**src/rtl/bcnn_pkg.sv**
```systemverilog
// Shared FSM encoding and geometry helpers for the binary CNN layer sequencer.
// Default-geometry constants are provided for blocks that do not re-derive them.
package bcnn_pkg;

    typedef enum logic [2:0] {
        StIdle,
        StClear,
        StStream,
        StDrain,
        StNext,
        StDone
    } state_e;

    function automatic int unsigned calc_npix(input int unsigned w, input int unsigned h);
        return w * h;
    endfunction

    // Valid-convolution output size halved by 2x2 pooling in each dimension.
    function automatic int unsigned calc_npool(input int unsigned w, input int unsigned h,
                                               input int unsigned k);
        return ((w - k + 1) / 2) * ((h - k + 1) / 2);
    endfunction

    localparam int unsigned NPIX  = calc_npix(28, 28);
    localparam int unsigned NPOOL = calc_npool(28, 28, 3);

endpackage

```
**src/rtl/bcnn_weight_regs.sv**
```systemverilog
// Per-kernel binary weight register file: one write port, one combinational read port.
// Writes to indices beyond the kernel count are dropped.
module bcnn_weight_regs #(
    parameter int unsigned NUM_KERNELS = 8,
    parameter int unsigned WBITS       = 9,
    parameter int unsigned KW          = 3
) (
    input  logic             clk_i,
    input  logic             rst_ni,
    input  logic             we_i,
    input  logic [KW-1:0]    widx_i,
    input  logic [WBITS-1:0] wdata_i,
    input  logic [KW-1:0]    ridx_i,
    output logic [WBITS-1:0] rdata_o
);

    logic [WBITS-1:0] regs_q [NUM_KERNELS];

    always_ff @(posedge clk_i or negedge rst_ni) begin
        if (!rst_ni) begin
            for (int unsigned i = 0; i < NUM_KERNELS; i++) begin
                regs_q[i] <= '0;
            end
        end else if (we_i && (32'(widx_i) < NUM_KERNELS)) begin
            regs_q[widx_i] <= wdata_i;
        end
    end

    always_comb begin
        rdata_o = '0;
        if (32'(ridx_i) < NUM_KERNELS) begin
            rdata_o = regs_q[ridx_i];
        end
    end

endmodule

```
**src/rtl/bcnn_layer_sequencer.sv**
```systemverilog
// Frame sequencer for a binary CNN layer: streams the image once per kernel, tags pooled
// results with kernel and position, and flags a datapath that stops producing results.
module bcnn_layer_sequencer
    import bcnn_pkg::*;
#(
    parameter int unsigned IMG_WIDTH     = 28,
    parameter int unsigned IMG_HEIGHT    = 28,
    parameter int unsigned KERNEL_SIZE   = 3,
    parameter int unsigned NUM_KERNELS   = 8,
    parameter int unsigned DRAIN_TIMEOUT = 1024,
    localparam int unsigned Npix  = calc_npix(IMG_WIDTH, IMG_HEIGHT),
    localparam int unsigned Npool = calc_npool(IMG_WIDTH, IMG_HEIGHT, KERNEL_SIZE),
    localparam int unsigned AW    = $clog2(Npix),
    localparam int unsigned KW    = (NUM_KERNELS > 1) ? $clog2(NUM_KERNELS) : 1,
    localparam int unsigned PW    = (Npool > 1) ? $clog2(Npool) : 1,
    localparam int unsigned WBITS = KERNEL_SIZE * KERNEL_SIZE
) (
    input  logic             clk_i,
    input  logic             rst_ni,
    input  logic             start_i,
    input  logic             stall_i,
    input  logic             wload_en_i,
    input  logic [KW-1:0]    wload_idx_i,
    input  logic [WBITS-1:0] wload_data_i,
    output logic             img_rd_en_o,
    output logic [AW-1:0]    img_addr_o,
    input  logic             img_rd_data_i,
    output logic             pix_out_o,
    output logic             pix_valid_o,
    output logic [WBITS-1:0] weight_bits_o,
    output logic             pipe_clear_o,
    input  logic             pool_out_i,
    input  logic             pool_valid_i,
    output logic             res_valid_o,
    output logic             res_data_o,
    output logic [KW-1:0]    res_kernel_o,
    output logic [PW-1:0]    res_index_o,
    output logic             busy_o,
    output logic             done_o,
    output logic             error_o
);

    localparam int unsigned DW = $clog2(DRAIN_TIMEOUT + 1);

    localparam logic [AW-1:0] LastAddr  = AW'(Npix - 1);
    localparam logic [PW:0]   PoolMax   = (PW + 1)'(Npool);
    localparam logic [DW-1:0] DrainLast = DW'(DRAIN_TIMEOUT - 1);
    localparam logic [KW-1:0] KernLast  = KW'(NUM_KERNELS - 1);

    state_e        state_q, state_d;
    logic [KW-1:0] kernel_q, kernel_d;
    logic [AW-1:0] pix_cnt_q, pix_cnt_d;
    logic [PW:0]   pool_cnt_q, pool_cnt_d;
    logic [DW-1:0] drain_cnt_q, drain_cnt_d;
    logic          error_q, error_d;
    logic          pix_valid_q;
    logic          res_valid_q, res_data_q;
    logic [KW-1:0] res_kernel_q;
    logic [PW-1:0] res_index_q;

    logic rd_en;
    logic clear;
    logic done;
    logic pool_take;
    logic wr_en;

    // Weights are frozen while a frame is in flight so every kernel sees one weight set.
    assign wr_en = wload_en_i && (state_q == StIdle);

    bcnn_weight_regs #(
        .NUM_KERNELS(NUM_KERNELS),
        .WBITS      (WBITS),
        .KW         (KW)
    ) u_weight_regs (
        .clk_i  (clk_i),
        .rst_ni (rst_ni),
        .we_i   (wr_en),
        .widx_i (wload_idx_i),
        .wdata_i(wload_data_i),
        .ridx_i (kernel_q),
        .rdata_o(weight_bits_o)
    );

    always_comb begin
        state_d     = state_q;
        kernel_d    = kernel_q;
        pix_cnt_d   = pix_cnt_q;
        pool_cnt_d  = pool_cnt_q;
        drain_cnt_d = drain_cnt_q;
        error_d     = error_q;
        rd_en       = 1'b0;
        clear       = 1'b0;
        done        = 1'b0;
        pool_take   = 1'b0;

        if (((state_q == StStream) || (state_q == StDrain)) && pool_valid_i &&
            (pool_cnt_q < PoolMax)) begin
            pool_take  = 1'b1;
            pool_cnt_d = pool_cnt_q + (PW + 1)'(1);
        end

        unique case (state_q)
            StIdle: begin
                if (start_i) begin
                    state_d  = StClear;
                    kernel_d = '0;
                    error_d  = 1'b0;
                end
            end
            StClear: begin
                clear       = 1'b1;
                pix_cnt_d   = '0;
                pool_cnt_d  = '0;
                drain_cnt_d = '0;
                state_d     = StStream;
            end
            StStream: begin
                if (!stall_i) begin
                    rd_en     = 1'b1;
                    pix_cnt_d = pix_cnt_q + AW'(1);
                    if (pix_cnt_q == LastAddr) begin
                        state_d = StDrain;
                    end
                end
            end
            StDrain: begin
                drain_cnt_d = drain_cnt_q + DW'(1);
                if (pool_cnt_q == PoolMax) begin
                    state_d = StNext;
                end else if (drain_cnt_q == DrainLast) begin
                    error_d = 1'b1;
                    state_d = StDone;
                end
            end
            StNext: begin
                if (kernel_q == KernLast) begin
                    state_d = StDone;
                end else begin
                    kernel_d = kernel_q + KW'(1);
                    state_d  = StClear;
                end
            end
            StDone: begin
                done    = 1'b1;
                state_d = StIdle;
            end
            default: state_d = StIdle;
        endcase
    end

    always_ff @(posedge clk_i or negedge rst_ni) begin
        if (!rst_ni) begin
            state_q      <= StIdle;
            kernel_q     <= '0;
            pix_cnt_q    <= '0;
            pool_cnt_q   <= '0;
            drain_cnt_q  <= '0;
            error_q      <= 1'b0;
            pix_valid_q  <= 1'b0;
            res_valid_q  <= 1'b0;
            res_data_q   <= 1'b0;
            res_kernel_q <= '0;
            res_index_q  <= '0;
        end else begin
            state_q     <= state_d;
            kernel_q    <= kernel_d;
            pix_cnt_q   <= pix_cnt_d;
            pool_cnt_q  <= pool_cnt_d;
            drain_cnt_q <= drain_cnt_d;
            error_q     <= error_d;
            pix_valid_q <= rd_en;
            res_valid_q <= pool_take;
            if (pool_take) begin
                res_data_q   <= pool_out_i;
                res_kernel_q <= kernel_q;
                res_index_q  <= pool_cnt_q[PW-1:0];
            end
        end
    end

    assign img_rd_en_o  = rd_en;
    assign img_addr_o   = pix_cnt_q;
    assign pix_valid_o  = pix_valid_q;
    // Memory data arrives one cycle after the request; gate it so idle cycles read as 0.
    assign pix_out_o    = pix_valid_q & img_rd_data_i;
    assign pipe_clear_o = clear;
    assign res_valid_o  = res_valid_q;
    assign res_data_o   = res_data_q;
    assign res_kernel_o = res_kernel_q;
    assign res_index_o  = res_index_q;
    assign busy_o       = (state_q != StIdle);
    assign done_o       = done;
    assign error_o      = error_q;

endmodule

```
**config.mk**
```make
export PLATFORM = sky130hd
export DESIGN_NAME = bcnn_layer_sequencer
export DESIGN_NICKNAME = d
export VERILOG_FILES = /design/src/rtl/bcnn_pkg.sv /design/src/rtl/bcnn_weight_regs.sv /design/src/rtl/bcnn_layer_sequencer.sv
export SDC_FILE = /design/constraint.sdc
export NUM_CORES = 1
export LEC_CHECK = 0
export BUFFER_PORTS_ARGS = -buffer_cell sky130_fd_sc_hd__buf_4
export CAP_MARGIN = 15
export CELL_PAD_IN_SITES_DETAIL_PLACEMENT = 0
export CELL_PAD_IN_SITES_GLOBAL_PLACEMENT = 1
export CORE_MARGIN = 3
export CORE_UTILIZATION = 40
export CTS_BUF_LIST = sky130_fd_sc_hd__clkbuf_16
export DETAILED_ROUTE_END_ITERATION = 8
export HOLD_SLACK_MARGIN = 0.12
export PLACE_DENSITY_LB_ADDON = 0.3
export REMOVE_ABC_BUFFERS = 1
export SLEW_MARGIN = 20
export SYNTH_ARGS = -nofsm -noshare
export SYNTH_HDL_FRONTEND = slang
export SYNTH_HIERARCHICAL = 1
export SYNTH_SLANG_ARGS = --single-unit
```
**constraint.sdc**
```tcl
create_clock -name clk_i -period 2.2 [get_ports clk_i]
set_input_delay 0.55 -clock clk_i [delete_from_list [all_inputs] [get_ports clk_i]]
set_output_delay 0.55 -clock clk_i [all_outputs]
set_load 0.01 [all_outputs]
```
# Yosys cells after proc, flatten, opt, wreduce, memory -nomap -nowiden
# Index checks and enable logic that the tools add are counted.
# Widths: inputs -> output; s select.
dict set report classes {
  eq_ne 16
  muxes 30
  reduce_logical 16
  n_addsub 4
  bitwise 3
  magnitude_cmp 4
}
# operator count
set ops {}
lappend ops {{$bwmux 72} 1}
lappend ops {{$mux 9} 5}
lappend ops {{$bmux 9 s3} 1}
lappend ops {{$demux 9 s3} 1}
lappend ops {{$mux 3} 8}
lappend ops {{$pmux 11 s2} 1}
lappend ops {{$pmux 10 s2} 1}
lappend ops {{$pmux 3 s5} 1}
lappend ops {{$add 11x1->11 const B} 1}
lappend ops {{$eq 11x10->1 const B} 1}
lappend ops {{$add 10x1->10 const B} 1}
lappend ops {{$eq 10x10->1 const B} 1}
lappend ops {{$mux 10} 1}
lappend ops {{$reduce_bool 2->1} 5}
lappend ops {{$add 9x1->9 const B} 1}
lappend ops {{$eq 3x3->1 const B} 3}
lappend ops {{$eq 9x8->1 const B} 1}
lappend ops {{$lt 9x8->1 const B} 1}
lappend ops {{$ge 4x4->1 const B} 2}
lappend ops {{$mux 1} 8}
lappend ops {{$ne 2x2->1 const B} 4}
lappend ops {{$not 3->4} 2}
lappend ops {{$reduce_and 4->1} 2}
lappend ops {{$eq 3x2->1 const B} 2}
lappend ops {{14 further kinds} 18}
dict set report totals {
  out_inout_bits 39
  word_cells 92
  input_bits 20
  regBits 123
}

# Logic depth before layout (Yosys ltp)
# Gate-level depths: netlist (run 1).
dict set report depth {
  word_depth 6
  mapped_depth 7
  depth_no_buf 6
}

# Modules after synthesis
# Netlist (run 1), hierarchy kept.
# module cells_each instances seq_area_each_um2 area_each_um2
set modules_own_cells {}
lappend modules_own_cells {bcnn_weight_regs 191 1 1801.7 3352.0}
lappend modules_own_cells {bcnn_layer_sequencer 250 1 1276.2 2546.2}

# Worst setup path before layout (run 1)
# OpenSTA, ideal clock, no wires.
dict set report synth_path {
  kind {register to output}
  startpoint {register kernel_q[0]}
  endpoint {output weight_bits_o[0]}
  arrival_time_ps 1519
  setup_slack_ps 131
  path_stages_with_launch 5
  t_required_ps 1650
  n_path_buf 2
  cell_sequence {dfrtp_1 -> buf_6 -> buf_12 -> mux4_1 -> mux2_2}
}
dict set report synth_between {
  elab_chain_len 4
}
# element line
set synth_rtl {}
lappend synth_rtl {{from (decl)} bcnn_layer_sequencer.sv:51} ;# logic [KW-1:0] kernel_q, kernel_d;
lappend synth_rtl {{from (signal assigned)} bcnn_layer_sequencer.sv:166} ;# kernel_q <= kernel_d;
lappend synth_rtl {{$not 3->4 (implied by the code)} bcnn_weight_regs.sv:32} ;# rdata_o = regs_q[ridx_i];
lappend synth_rtl {{$bmux 9 s3} bcnn_weight_regs.sv:32}
lappend synth_rtl {{$mux 9 (implied by the code) (2 in series)} bcnn_weight_regs.sv:32}
lappend synth_rtl {{to (decl)} bcnn_layer_sequencer.sv:30} ;# output logic [WBITS-1:0] weight_bits_o,
# No other way between the ends. The select of a mux whose other input is x is not followed.

# Worst setup path after layout (run 1)
dict set report layout_path {
  startpoint {register kernel_q[0]}
  endpoint {output weight_bits_o[2]}
}
# The elaborated chain is that of the path after synthesis.

==> results of run 1 <==
[worst max path at each step]
stage	start	endpoint	slack, ns
3_3_place_gp	kernel_q[0]	weight_bits_o[6]	0.11
4_1_cts	kernel_q[0]	weight_bits_o[7]	-0.36
6_report	kernel_q[0]	weight_bits_o[2]	-0.33
2_1_floorplan	state_q[1]	u_weight_regs/regs_q[27]	-0.35
5_1_grt	kernel_q[0]	weight_bits_o[2]	-0.39
3_5_place_dp	state_q[0]	u_weight_regs/regs_q[51]	0.08
[metrics by stage]
step / utilization / hold WS [ns]
after floorplan: - / 0.254
after global placement: 0.475 / 0.428
after detailed placement: 0.475 / 0.431
after CTS: 0.522 / 0.347
after global routing: 0.527 / 0.360
final: 0.527 / 0.362
[power groups by stage]
stage / clock network (mW) / registers, mW / logic (mW)
2_1_floorplan: 0 / 3.58 / 1.95
3_3_place_gp: 0 / 3.61 / 3.15
3_5_place_dp: 0 / 3.64 / 3.22
4_1_cts: 2.67 / 3.66 / 3.65
5_1_grt: 2.79 / 3.78 / 3.99
6_report: 2.60 / 3.67 / 3.67
[state kept, by name, indices dropped and copies added (netlist names)]
signal,count
pix_valid_o,1
img_addr_o,10
u_weight_regs/regs_q,72
kernel_q,3
error_o,1
state_q,3
res_valid_o,1
res_index_o,8
res_data_o,1
drain_cnt_q,11
pool_cnt_q,9
res_kernel_o,3
[layer usage]
layer	vias to the layer above	track usage	routed length [um]
met2	95	0.255	5990
met1	2053	0.257	6710
met3	21	0.0464	640
li1	1843	-	-
met5	-	0	0
met4	0	0.0688	235
[synthesized netlist by cell type, drive strengths merged (3+ instances only)]
cell,count,area share
nor3,4,0.0034
mux4,18,0.080
xnor2,3,0.0045
a211oi,3,0.0059
nor4bb,4,0.0068
and2,4,0.0042
inv,6,0.0038
nor2,17,0.012
mux2i,8,0.014
or2,4,0.0042
clkbuf,7,0.0045
a22o,4,0.0059
buf,13,0.014
and3,8,0.0087
nor4,3,0.0032
nand4b,3,0.0045
o21ai,25,0.021
a31oi,4,0.0042
dfrtp,123,0.52
ha,6,0.013
nand2,34,0.022
nand3,8,0.0068
xor2,3,0.0045
nand4,9,0.0095
mux2,91,0.17
[layout by cell type (no fill, tap or decap), types with 8 or more instances in the layout]
cell type and instances:
dfrtp_1 122, mux2_2 83, buf_4 78, nand2_1 34
o21ai_0 25, mux4_2 18, clkbuf_16 17, nor2_1 16
buf_6 13, nand4_1 9, nand3_1 8, mux2i_1 8
mux2_4 8
[repair_timing]
action / 4_1_cts / 5_1_grt
gates cloned: 1 / 2
hold buffers: 1 / 0
setup buffers: 5 / 3
pin swaps: 1 / 2
resized for setup: 42 / 20
endpoints found under the hold margin: 10 / 0
setup endpoints to repair: 11 / 29
[cell families after synthesis]
group | share of synthesized area
simple gates | 0.106
fa+ha+maj | 0.0127
flops | 0.522
xor+xnor | 0.00891
mux | 0.268
buf+inv | 0.0227
compound gates | 0.0605
[final cells by class]
cell class / instances / area, sq um / share of cell area
clock inverters: 15 / 129 / 0.0173
clock buffers: 17 / 425 / 0.0571
inverters: 6 / 25.0 / 0.00336
flip-flops and latches: 123 / 3080 / 0.413
repair buffers: 98 / 862 / 0.116
multi-input cells: 292 / 2710 / 0.363
well taps: 180 / 225 / 0.0302
==> impl_metrics.json, run 1 <==
{
  "p_sw_frac": 0.311,
  "die_w_um": 127,
  "cp_max_fo": 7,
  "worstMarginPinSlew_ns": 0.802,
  "synth-seq-area-share": 0.522,
  "hold_violations": 0,
  "netlist_area_sq_mm": 0.00590,
  "clkPwrFrac": 0.261,
  "grt_pass1_vias": 4169,
  "syn_avg_cell_area_sq_um": 13.4,
  "io_buffers": 58,
  "totalPowerFinal_mw": 9.94,
  "cp_num_cells": 5,
  "fin_area_sq_mm": 0.00745,
  "synth_seq_cells": 123,
  "core_area_sq_mm": 0.0141,
  "route.detailed.drc": 0,
  "rr_worst_depth": 8,
  "die_h_um": 127,
  "dr.pass1.iters": 4,
  "power.leakage_nw": 3.45,
  "synth_cells": 441,
  "wl_um": 13600,
  "initial_core_util": 0.417,
  "slowest_stage": "mux4_2",
  "drt_iter0_markers": 313,
  "fillers": 1274,
  "async_flop_share": 1.00,
  "overflow": 0,
  "rsz0062_at_grt": "true",
  "path_delay_family": "multiplexers",
  "path_buf_inv": 3,
  "cpPeakStageDelay_ns": 0.50,
  "num_io_pins": 59,
  "dpl-instance-area_sq_mm": 0.00672,
  "instances_no_fill": 731,
  "worstReg2RegEnd": "u_weight_regs/regs_q[45]",
  "cts_tree": "yes",
  "grt_pass1_wl_um": 22300,
  "yosys_warnings": 6,
  "setup_viol": 9,
  "cts_buffers": 17,
  "final_nets": 564,
  "p_switching_mw": 3.10,
  "r2r_start": "state_q[0]",
  "rows": 43,
  "place.gp.congestion": 0.809,
  "critPathCaptureType": "output port",
  "intPower_mw": 6.84,
  "clk_pin_slew_ns": 0.06,
  "final_max_slew_viol_count": 0,
  "grt_usage": 0.177,
  "drtAntennaViolNets": 0,
  "hold_path.class": "primary input to flop",
  "combPwrFrac": 0.369,
  "worstHoldPathCells": 2,
  "hp-start": "pool_out_i",
  "finalClockSkew_ns": 0.00838,
  "clock_latency_ns": 0.42,
  "synth_edf_count": 0,
  "synth_cell_types": 53,
  "vias_per_cell": 5.49,
  "drive_gt1_frac": 0.466,
  "post-place-cells": 688,
  "htreeDepth": 4,
  "fmaxAchievable_mhz": 395,
  "synthToLayoutAreaGrowth_pct": 26.4,
  "fin_crit_sh": 1.15,
  "irDropWorstVdd_mv": 0.737,
  "pre_cts_ws_ns": 0.0846,
  "antenna_cells": 0,
  "worstHoldEndpoint": "res_data_o",
  "cp-start-kind": "flop",
  "drv_cap": 0,
  "seq_power_share": 0.370,
  "grt_max_degree": 68,
  "antenna_found_initial": 0,
  "arrival_ns": 1.98,
  "die-area_sq_mm": 0.0162,
  "period_needed_ns": 2.53,
  "cts_buffer_depth": 2,
  "synth_flop_cell": "dfrtp_1",
  "timing.setup.tns_ns": -2.78,
  "cp.required_ns": 1.65,
  "r2r_slack_ns": 0.09,
  "power.density_mw_per_mm2": 1330,
  "outcome": "complete, but fails checks",
  "post-dp-hpwl_um": 8690,
  "path_cells": "buf_12 > buf_12 > mux4_2 > mux2_4 > buf_6",
  "cts-root-buf": "clkbuf_16",
  "worstSetupPathType": "flop to output port",
  "max_slew_margin": 0.466,
  "violations": "negative setup slack",
  "wl_per_cell_um": 18.6,
  "via_count": 4012,
  "clock_sinks": 123,
  "cp_common_cell": "buf_12",
  "setup_slack_ns": -0.333
}
Note: power is estimated with default switching activity, not from simulation.
==> run 2, diff against run 1 <==
--- a/config.mk
+++ b/config.mk
@@ -16,3 +16,3 @@
 export HOLD_SLACK_MARGIN = 0.12
-export PLACE_DENSITY_LB_ADDON = 0.3
+export PLACE_DENSITY = 0.65
 export REMOVE_ABC_BUFFERS = 1
==> constraint.sdc (replaced) <==
create_clock -name clk_i -period 2.2 [get_ports clk_i]
set_input_delay 0.22 -clock clk_i [delete_from_list [all_inputs] [get_ports clk_i]]
set_output_delay 0.22 -clock clk_i [all_outputs]
set_load 0.01 [all_outputs]
==> impl_metrics.json, run 2 (synthesis gave the netlist of run 1 again) <==
{
  "outcome": "complete, but fails checks",
  "violations": "negative setup slack",
  "cts_buffer_depth": 2,
  "die_w_um": 127,
  "num_io_pins": 59,
  "top_register": "u_weight_regs/regs_q",
  "grt_usage": 0.178,
  "setup_viol": 8,
  "clkPwrFrac": 0.266,
  "place.gp.congestion": 0.781,
  "instances_no_fill": 742,
  "power.leakage_nw": 3.49,
  "seq_power_share": 0.363,
  "worstHoldEndpoint": "img_addr_o[1]",
  "drtAntennaViolNets": 0,
  "arrival_ns": 2.00,
  "final_common_cell": "dfrtp_1",
  "grt_pass1_wl_um": 22200,
  "fillers": 1223,
  "cp_max_fo": 8,
  "drive_gt1_frac": 0.448,
  "worstMarginPinSlew_ns": 0.427,
  "pre_cts_ws_ns": 0.216,
  "vias_per_cell": 5.47,
  "overflow": 0,
  "fin_crit_sh": 1.01,
  "p_switching_mw": 3.08,
  "setup_slack_ns": -0.0153,
  "intPower_mw": 6.90,
  "max_slew_margin": 0.715,
  "rr_worst_depth": 5,
  "final_max_slew_viol_count": 0,
  "r2r_start": "state_q[2]",
  "htreeDepth": 4,
  "fmaxAchievable_mhz": 451,
  "combPwrFrac": 0.371,
  "wl_per_cell_um": 18.6,
  "power.density_mw_per_mm2": 1330,
  "antenna_cells": 0,
  "initial_core_util": 0.417,
  "antenna_found_initial": 0,
  "route.detailed.drc": 0,
  "hp-start": "stall_i",
  "dr.pass1.iters": 5,
  "post-dp-hpwl_um": 9070,
  "via_count": 4057,
  "post-place-cells": 693,
  "cp.required_ns": 1.98,
  "clock_sinks": 123,
  "wl_um": 13800,
  "p_sw_frac": 0.308,
  "layout_common_cells": "dfrtp_1, buf_4, mux2_2, nand2_1, o21ai_0",
  "hold_violations": 0,
  "totalPowerFinal_mw": 9.98,
  "finalClockSkew_ns": 0.00736,
  "fin_util": 0.531,
  "drv_cap": 0,
  "die-area_sq_mm": 0.0162,
  "core_area_sq_mm": 0.0141,
  "drt_iter0_markers": 231,
  "synthToLayoutAreaGrowth_pct": 27.4,
  "rsz0062_at_grt": "true",
  "cts_buffers": 17,
  "worstHoldPathCells": 5,
  "critPathCaptureType": "output port",
  "largest_register_ff_count": 72,
  "grt_pass1_vias": 4039,
  "die_h_um": 127,
  "worstSetupPathType": "flop to output port",
  "irDropWorstVdd_mv": 0.646,
  "cts_tree": "yes",
  "final_nets": 575,
  "period_needed_ns": 2.22,
  "clock_latency_ns": 0.42,
  "io_buffers": 58,
  "rows": 43,
  "grt_max_degree": 79,
  "cp-start-kind": "flop",
  "hold_path.class": "primary input to flop",
  "clk_pin_slew_ns": 0.05,
  "r2r_slack_ns": 0.20,
  "worstReg2RegEnd": "u_weight_regs/regs_q[45]",
  "cts-root-buf": "clkbuf_16"
}
-- run 2: cell count changes in the layout (fill, tap and decap cells not counted), moves of 2 or more --
cell / change
dlygate4sd3_1: +11
buf_4: +5
buf_6: -4
clkinv_2: +3
clkinv_4: -3
buf_12: -2
inv_1: +2
nor4bb_2: +2
nor4bb_4: -2
-- run 2: what timing repair did --
| action | 4_1_cts | 5_1_grt |
|---|---|---|
| hold endpoints to repair | 119 | 0 |
| gates resized for setup | 42 | 5 |
| cloned | 1 | 0 |
| setup endpoints to repair | 9 | 11 |
| buffers inserted | 2 | 2 |
| hold buffers | 12 | 0 |
-- run 2: how the worst max path moves through the flow --
stage                               end           from
2_1_floorplan  u_weight_regs/regs_q[27]     state_q[1]
3_3_place_gp            res_kernel_o[2]  pool_cnt_q[2]
3_5_place_dp   u_weight_regs/regs_q[47]     state_q[2]
4_1_cts                weight_bits_o[3]    kernel_q[0]
5_1_grt                weight_bits_o[2]    kernel_q[0]
6_report               weight_bits_o[3]    kernel_q[0]
-- run 2: power by group through the flow --
stage                     Combinational (mW)  Sequential [mW]  Clock (mW)
after floorplan                         1.95             3.58           0
after global placement                  3.26             3.54           0
after detailed placement                3.32             3.59           0
after CTS                               3.69             3.62        2.72
after global routing                    4.03             3.72        2.82
final                                   3.70             3.63        2.65
-- run 2: worst max-delay path, cell delays in order (launching register included) --
cell and delay [ns]:
dfrtp_2 0.49, buf_12 0.18, mux4_2 0.51, mux2_4 0.28
buf_6 0.12
-- run 2: stage by stage --
step / cell area [sq um] / TNS [ns] / hold WS [ns]
2_1_floorplan: 5790 / -8.75 / -0.0756
3_3_place_gp: 6750 / 0 / 0.175
3_5_place_dp: 6750 / 0 / 0.173
4_1_cts: 7480 / -0.246 / 0.134
5_1_grt: 7520 / -0.530 / 0.248
6_report: 7520 / -0.0472 / 0.224
-- run 2: layout make-up --
cell class              instances  area (sq um)  area share
well taps                     180           225      0.0300
clock buffers                  17           425      0.0566
repair buffers                109           952       0.127
clock inverters                15           135      0.0180
flip-flops and latches        123          3080       0.410
inverters                       6          25.0     0.00333
multi-input cells             292          2670       0.356
-- run 2: routing by layer --
metal  global-route usage  share of wire
met2                0.266           0.47
met1                0.253           0.49
met5                    0              0
met4               0.0530          0.012
met3               0.0489          0.034
==> run 3, diff against run 2 <==
- CELL_PAD_IN_SITES_DETAIL_PLACEMENT: 0 -> 2
- CELL_PAD_IN_SITES_GLOBAL_PLACEMENT: 1 -> 2
- PLACE_DENSITY: 0.65 -> 0.74
==> impl_metrics.json, run 3 (synthesis gave the netlist of run 1 again) <==
{
  "num_io_pins": 59,
  "clk_pin_slew_ns": 0.06,
  "drv_cap": 0,
  "cp_max_fo": 7,
  "antenna_found_initial": 0,
  "place.gp.congestion": 0.771,
  "seq_power_share": 0.362,
  "p_sw_frac": 0.342,
  "die-area_sq_mm": 0.0162,
  "clock_sinks": 123,
  "critPathCaptureType": "output port",
  "irDropWorstVdd_mv": 0.730,
  "drtAntennaViolNets": 0,
  "wl_um": 18600,
  "wl_met1_um": 8120,
  "intPower_mw": 6.75,
  "io_buffers": 58,
  "instances_no_fill": 737,
  "cp-start-kind": "flop",
  "path_cells": "clkbuf_16 > mux4_2 > mux2_4 > buf_6",
  "core_area_sq_mm": 0.0141,
  "pre_cts_ws_ns": -0.0618,
  "p_switching_mw": 3.51,
  "grt_pass1_wl_um": 27900,
  "violations": "negative setup slack",
  "cts_buffer_depth": 2,
  "wl_met3_um": 624,
  "grt_max_degree": 50,
  "synthToLayoutAreaGrowth_pct": 26.4,
  "via_count": 4234,
  "setup_viol": 8,
  "final_nets": 571,
  "rsz0062_at_grt": "true",
  "overflow": 0,
  "wl_per_cell_um": 25.2,
  "layout_common_cells": "dfrtp_1, mux2_2, buf_4, nand2_1, o21ai_0",
  "drt_iter0_markers": 219,
  "cp.required_ns": 1.98,
  "slowest_stage": "mux4_2",
  "finalClockSkew_ns": 0.0105,
  "hold_violations": 0,
  "worstSetupPathType": "flop to output port",
  "r2r_start": "state_q[2]",
  "route.met2.wl_um": 9520,
  "power.density_mw_per_mm2": 1370,
  "final_max_slew_viol_count": 0,
  "hp-start": "stall_i",
  "post-dp-hpwl_um": 11000,
  "grt_pass1_vias": 4797,
  "clkPwrFrac": 0.258,
  "cts_tree": "yes",
  "power.leakage_nw": 3.43,
  "final_common_cell": "dfrtp_1",
  "route.detailed.drc": 0,
  "antenna_cells": 0,
  "clock_latency_ns": 0.42,
  "hold_path.class": "primary input to flop",
  "max_slew_margin": 0.585,
  "initial_core_util": 0.417,
  "post-place-cells": 689,
  "top_register": "u_weight_regs/regs_q",
  "worstMarginPinSlew_ns": 0.622,
  "htreeDepth": 4,
  "period_needed_ns": 2.27,
  "arrival_ns": 2.05,
  "rows": 43,
  "fin_crit_sh": 1.03,
  "fmaxAchievable_mhz": 441,
  "combPwrFrac": 0.380,
  "route.top_layer_used": "met4",
  "critPathLaunch": "kernel_q[0]",
  "cts_buffers": 17,
  "die_h_um": 127,
  "setup_slack_ns": -0.0657,
  "cts-root-buf": "clkbuf_16",
  "die_w_um": 127,
  "largest_register_ff_count": 72,
  "cpPeakStageDelay_ns": 0.54,
  "outcome": "complete, but fails checks",
  "grt_usage": 0.225,
  "vias_per_cell": 5.74,
  "drive_gt1_frac": 0.449,
  "dr.pass1.iters": 4
}
[run 3: cell types whose count changed in the layout (fill, tap and decap cells not counted), moves of 3 or more]
cell / previous run / this run
buf_6: 9 / 6
inv_1: 7 / 4
mux2_2: 82 / 86
clkinv_4: 1 / 6
mux2_4: 9 / 5
clkinv_2: 4 / 1
[run 3: worst paths after layout]
path                            depth (start not counted)                  endpoint  slack, ns
worst max register to register                          5  u_weight_regs/regs_q[28]       0.06
min in group asynchronous                               2             img_addr_o[4]       0.37
worst min-delay path                                    5                state_q[2]       0.33
worst max-delay path                                    4          weight_bits_o[7]      -0.07
max in group asynchronous                               3            drain_cnt_q[8]       1.16
worst min register to register                          1            drain_cnt_q[9]       0.49
[run 3: per-stage QoR]
| stage | utilization | power, mW | hold WS (ns) | setup TNS (ns) | cell area [sq um] |
|---|---|---|---|---|---|
| floorplan | - | 5.53 | -0.0756 | -8.75 | 5790 |
| detailed placement | 0.476 | 7.11 | 0.277 | -0.467 | 6740 |
| CTS | 0.525 | 9.94 | 0.284 | -0.425 | 7430 |
| global route | 0.527 | 10.8 | 0.326 | -1.54 | 7460 |
| finish | 0.527 | 10.3 | 0.334 | -0.269 | 7460 |
| global placement | 0.476 | 6.84 | 0.261 | 0 | 6740 |
[run 3: layout make-up]
class,instances,area [sq um]
multi-input cells,292,2670
clock inverters,14,126
inverters,6,26.3
well taps,180,225
flip-flops and latches,123,3080
fillers,1349,6690
clock buffers,17,425
repair buffers,105,908
[run 3: power groups by stage]
| stage | combinational, mW | sequential (mW) | clock (mW) |
|---|---|---|---|
| final | 3.89 | 3.72 | 2.64 |
| after detailed placement | 3.48 | 3.63 | 0 |
| after global placement | 3.30 | 3.54 | 0 |
| after CTS | 3.63 | 3.63 | 2.68 |
| after floorplan | 1.95 | 3.58 | 0 |
| after global routing | 4.20 | 3.81 | 2.83 |
[run 3: layer usage]
metal  GRT usage  up-vias
met3      0.0539       18
met4      0.0644        0
met5           0        -
met1       0.289     2280
met2       0.380       89
li1            -     1847
[run 3: repair_timing]
item | in CTS | in global routing
hold buffers | 12 | 0
setup endpoints to repair | 37 | 27
gates cloned | 0 | 1
setup buffers | 2 | 2
hold endpoints to repair | 113 | 0
gates resized for setup | 8 | 26
[run 3: critical path, delay by kind of cell, from the launching register on]
kind                   cells  cell delay [ns]
buffers and inverters      2             0.32
DFF                        1             0.47
muxes                      2             0.83
